===== config.mk =====
export PLATFORM = sky130hd
export DESIGN_NAME = serial_word_loader
export DESIGN_NICKNAME = d
export VERILOG_FILES = /design/src/rtl/serial_word_loader.sv
export SDC_FILE = /design/constraint.sdc
export NUM_CORES = 1
export LEC_CHECK = 0
export CAP_MARGIN = 0
export CORE_MARGIN = 1.5
export CORE_UTILIZATION = 56
export CTS_CLUSTER_DIAMETER = 120
export DETAILED_ROUTE_END_ITERATION = 6
export PLACE_DENSITY_LB_ADDON = 0.05
export SLEW_MARGIN = 20
export SYNTH_ARGS = -nofsm -noshare
export SYNTH_HDL_FRONTEND = slang
export SYNTH_SLANG_ARGS = --single-unit

===== constraint.sdc =====
create_clock -name CLK -period 4.1 [get_ports CLK]
set_clock_uncertainty 0.2 [all_clocks]
set_input_delay 0.615 -clock CLK [delete_from_list [all_inputs] [get_ports CLK]]
set_output_delay 0.615 -clock CLK [all_outputs]
set_load 0.01 [all_outputs]

===== src/rtl/serial_word_loader.sv =====
// Framed serial-to-parallel loader feeding the 4-bit load/reset register.
// Samples SIN on EN strobes and emits a one-cycle load pulse per good frame.
module serial_word_loader #(
    parameter int WIDTH  = 4,
    parameter int PAR_EN = 0
) (
    input  logic             CLK,
    input  logic             R,
    input  logic             SIN,
    input  logic             EN,
    output logic [WIDTH-1:0] D_OUT,
    output logic             L_OUT,
    output logic             BUSY,
    output logic             ERR
);

    localparam int IDX_W = (WIDTH > 1) ? $clog2(WIDTH) : 1;
    localparam logic [IDX_W-1:0] LAST_IDX = IDX_W'(WIDTH - 1);

    typedef enum logic [1:0] {
        ST_IDLE   = 2'd0,
        ST_DATA   = 2'd1,
        ST_PARITY = 2'd2,
        ST_STOP   = 2'd3
    } state_t;

    state_t             state_r;
    state_t             state_s;
    logic [IDX_W-1:0]   cnt_r;
    logic [IDX_W-1:0]   cnt_s;
    logic [WIDTH-1:0]   shift_r;
    logic [WIDTH-1:0]   shift_s;
    logic               par_err_r;
    logic               par_err_s;
    logic [WIDTH-1:0]   d_out_r;
    logic [WIDTH-1:0]   d_out_s;
    logic               l_out_r;
    logic               l_out_s;
    logic               err_r;
    logic               err_s;

    // Nonzero when data plus the received parity bit holds an odd number of ones.
    function automatic logic even_parity_err(input logic [WIDTH-1:0] data,
                                             input logic             pbit);
        return (^data) ^ pbit;
    endfunction

    // State, counter, shift register and registered outputs.
    always_ff @(posedge CLK or negedge R) begin
        if (!R) begin
            state_r   <= ST_IDLE;
            cnt_r     <= {IDX_W{1'b0}};
            shift_r   <= {WIDTH{1'b0}};
            par_err_r <= 1'b0;
            d_out_r   <= {WIDTH{1'b0}};
            l_out_r   <= 1'b0;
            err_r     <= 1'b0;
        end else begin
            state_r   <= state_s;
            cnt_r     <= cnt_s;
            shift_r   <= shift_s;
            par_err_r <= par_err_s;
            d_out_r   <= d_out_s;
            l_out_r   <= l_out_s;
            err_r     <= err_s;
        end
    end

    // Next-state and output decode; pulses default low so EN=0 cycles clear them.
    always_comb begin
        state_s   = state_r;
        cnt_s     = cnt_r;
        shift_s   = shift_r;
        par_err_s = par_err_r;
        d_out_s   = d_out_r;
        l_out_s   = 1'b0;
        err_s     = 1'b0;
        if (EN) begin
            case (state_r)
                ST_IDLE: begin
                    if (!SIN) begin
                        state_s = ST_DATA;
                        cnt_s   = {IDX_W{1'b0}};
                    end else begin
                        state_s = ST_IDLE;
                    end
                end
                ST_DATA: begin
                    shift_s[cnt_r] = SIN;
                    cnt_s          = cnt_r + IDX_W'(1);
                    if (cnt_r == LAST_IDX) begin
                        if (PAR_EN != 0) begin
                            state_s = ST_PARITY;
                        end else begin
                            state_s = ST_STOP;
                        end
                    end else begin
                        state_s = ST_DATA;
                    end
                end
                ST_PARITY: begin
                    par_err_s = even_parity_err(shift_r, SIN);
                    state_s   = ST_STOP;
                end
                ST_STOP: begin
                    if (SIN && !par_err_r) begin
                        d_out_s = shift_r;
                        l_out_s = 1'b1;
                    end else begin
                        err_s = 1'b1;
                    end
                    par_err_s = 1'b0;
                    state_s   = ST_IDLE;
                end
                default: begin
                    state_s   = ST_IDLE;
                    par_err_s = 1'b0;
                end
            endcase
        end else begin
            state_s = state_r;
        end
    end

    assign D_OUT = d_out_r;
    assign L_OUT = l_out_r;
    assign ERR   = err_r;
    assign BUSY  = (state_r != ST_IDLE);

endmodule


==> impl_metrics.csv <==
group,metric,value,unit
timing,holdWs,0.293,ns
finish,drive_gt1_frac,0.0588,
cts,clock-sinks,15,
timing,drv_slew,0,
route,vias_per_cell,5.18,
placed_design,place_congestion,0.746,
route,remaining_drc_errors,0,
cts,clock-root-buffer,"clkbuf_4",
cts,insertion_delay,0.29,ns
route,drt-initial-drc-count,4,
status,run_status,"completed",
worst_setup_path,startpoint_type,"flip-flop",
cts,cts_tree,"built",
timing,tightest_slew,0.639,ns
synthesis,syn_avg_cell_area,11.3,sq um
finish,diodes,0,
min_path,min_to,"par_err_r",
synthesis,yosysSeqAreaShare,0.455,
placed_design,portBuffers,10,
worst_setup_path,r2r_cells,5,
route,drtPass1Iterations,4,
finish,final_common_cell,"dfrtp_1",
power,combPwrFrac,0.474,
finish,num-nets-final,100,
route,wl_per_cell,12.1,um
power,power_density,692,nW/um^2
timing,fmax,400,MHz
placed_design,placed_cell_area,932,sq um
placed_design,hpwl,895,um
finish,mostFrequentLayoutCells,"15 x dfrtp_1, 10 x nand2_1, 10 x ha_1, 10 x clkdlybuf4s50_1, 8 x mux2_1",
cts,clk_pin_slew,0.08,ns
cts,hold_buffers,0,
worst_setup_path,path_class,"flip-flop to primary output",
synthesis,synthDistinctLibCells,22,
min_path,min_from,"par_err_r",
global_route,grt_use_total,0.184,
worst_setup_path,r2r-end,"shift_r[2]",
power,switchingPower,0.244,mW
cts,post_cts_buffers,0,
timing,fin_setup_tns,0,ns
timing,min_period,2.50,ns
route,ant_nets,0,
finish,stdcell_area,958,sq um
timing,slew_headroom,0.572,
finish,syn2layout_area_growth,16.1,%
worst_setup_path,worstPathRequired,3.28,ns
synthesis,syn_area,826,sq um
floorplan,rows,13,
min_path,holdPathStages,2,
power,p_sw_frac,0.368,
global_route,antenna_found_initial,0,
synthesis,ys_warn_count,0,
worst_setup_path,r2r_slack,2.33,ns
floorplan,pin_count,11,
power,seqPwrFrac,0.396,
floorplan,die_w,41.4,um
finish,utilization,0.719,
route,wl,1210,um
cts,post_cts_resized,0,
timing,hold_violations,0,
cts,clock_path_buffers,2,
cts,cts-buffers-inserted,3,
floorplan,die_h,41.4,um
synthesis,synth_cells,73,
cts,htree_num_levels,1,
timing,post-route-period-util,0.609,
worst_setup_path,cp.arrival,1.68,ns
floorplan,coreArea,1330,sq um
worst_setup_path,critPathMaxFanout,6,
floorplan,die_area,1710,sq um
timing,setup_viol,0,
run,maxCapViolCount,0,
worst_setup_path,worst_setup_path_end_kind,"primary output",
power,pwr-share-clk,0.130,
power,finalPower,0.663,mW
power,power.leakage,0.466,nW
synthesis,synth_seq_cells,15,
power,ir_drop,0.000382,V
synthesis,synth_nets,87,
global_route,grt_pass1_vias,532,
floorplan,initial_utilization,0.619,
timing,rsz0062_at_grt,"false",
global_route,grt_overflow_total,0,
min_path,hold_class,"flip-flop to flip-flop",
global_route,grt_max_degree,16,
global_route,grt_pass1_wl,2350,um
power,internal_power,0.419,mW
route,dr_total_vias,518,
[routing by layer]
| metal | up-vias | share of wire | global-route usage |
|---|---|---|---|
| met3 | 6 | 0.055 | 0.0522 |
| li1 | 265 | - | - |
| met2 | 15 | 0.42 | 0.266 |
| met1 | 232 | 0.49 | 0.242 |
| met5 | - | 0 | 0 |
| met4 | 0 | 0.035 | 0.116 |
[flip-flops by register name, indices dropped and copies added (netlist names), named ones only]
register   count
D_OUT          4
shift_r        4
cnt_r          2
ERR            1
L_OUT          1
par_err_r      1
state_r        1
[Yosys cell counts]
cell type | number | area [sq um]
o21a_1 | 1 | 7.51
o31ai_2 | 1 | 12.5
xnor2_1 | 2 | 17.5
ha_1 | 10 | 125
mux2_1 | 8 | 90.1
xnor3_1 | 1 | 22.5
o21ai_0 | 2 | 10.0
nand2_1 | 10 | 37.5
buf_2 | 1 | 5.00
and2_1 | 1 | 6.26
and2b_1 | 1 | 7.51
nor2_1 | 2 | 7.51
a21oi_1 | 4 | 20.0
dfrtp_1 | 15 | 375
buf_4 | 1 | 7.51
nand3_1 | 1 | 5.00
mux2i_1 | 1 | 10.0
nand2b_1 | 1 | 6.26
inv_1 | 7 | 26.3
nand3_2 | 1 | 10.0
a311o_1 | 1 | 10.0
a31oi_1 | 1 | 6.26
[area by class of cell]
class	count	area, sq um
flip-flops and latches	15	375
inverters	7	26.3
repair buffers	10	100
multi-input cells	49	412
clock buffers	4	26.3
well taps	15	18.8
fillers	110	375
[worst max-delay path by stage]
| stage | start | endpoint |
|---|---|---|
| floorplan | EN | shift_r[1] |
| global placement | SIN | par_err_r |
| detailed placement | SIN | par_err_r |
| CTS | state_r[0] | BUSY |
| global route | state_r[0] | BUSY |
| finish | state_r[0] | BUSY |
[cells by family (layout without fill, tap and decap cells)]
group / after synthesis / count (layout) / synth area share
buf+inv: 9 / 21 / 0.0470
compound gates: 10 / 10 / 0.0803
fa+ha+maj: 10 / 10 / 0.152
xor+xnor: 3 / 3 / 0.0485
mux: 9 / 9 / 0.121
simple gates: 17 / 17 / 0.0970
flops: 15 / 15 / 0.455
[power by group through the flow]
stage / Combinational (mW) / Sequential (mW) / Clock [mW]
detailed placement: 0.320 / 0.267 / 0
floorplan: 0.224 / 0.265 / 0
finish: 0.315 / 0.263 / 0.0859
global placement: 0.314 / 0.265 / 0
global route: 0.361 / 0.276 / 0.0958
CTS: 0.321 / 0.264 / 0.0895
[worst max-delay path: stages (launching register included)]
cell and delay [ns]:
dfrtp_1 0.44, inv_1 0.11, ha_1 0.25, inv_1 0.07, clkdlybuf4s50_1 0.52
[per-stage QoR]
step | cells | worst slack (ns)
after floorplan | 73 | 2.39
after global placement | 96 | 1.72
after detailed placement | 96 | 1.71
after CTS | 100 | 1.58
after global routing | 100 | 1.52
final | 100 | 1.60
Power figures use the tool's default switching activity.
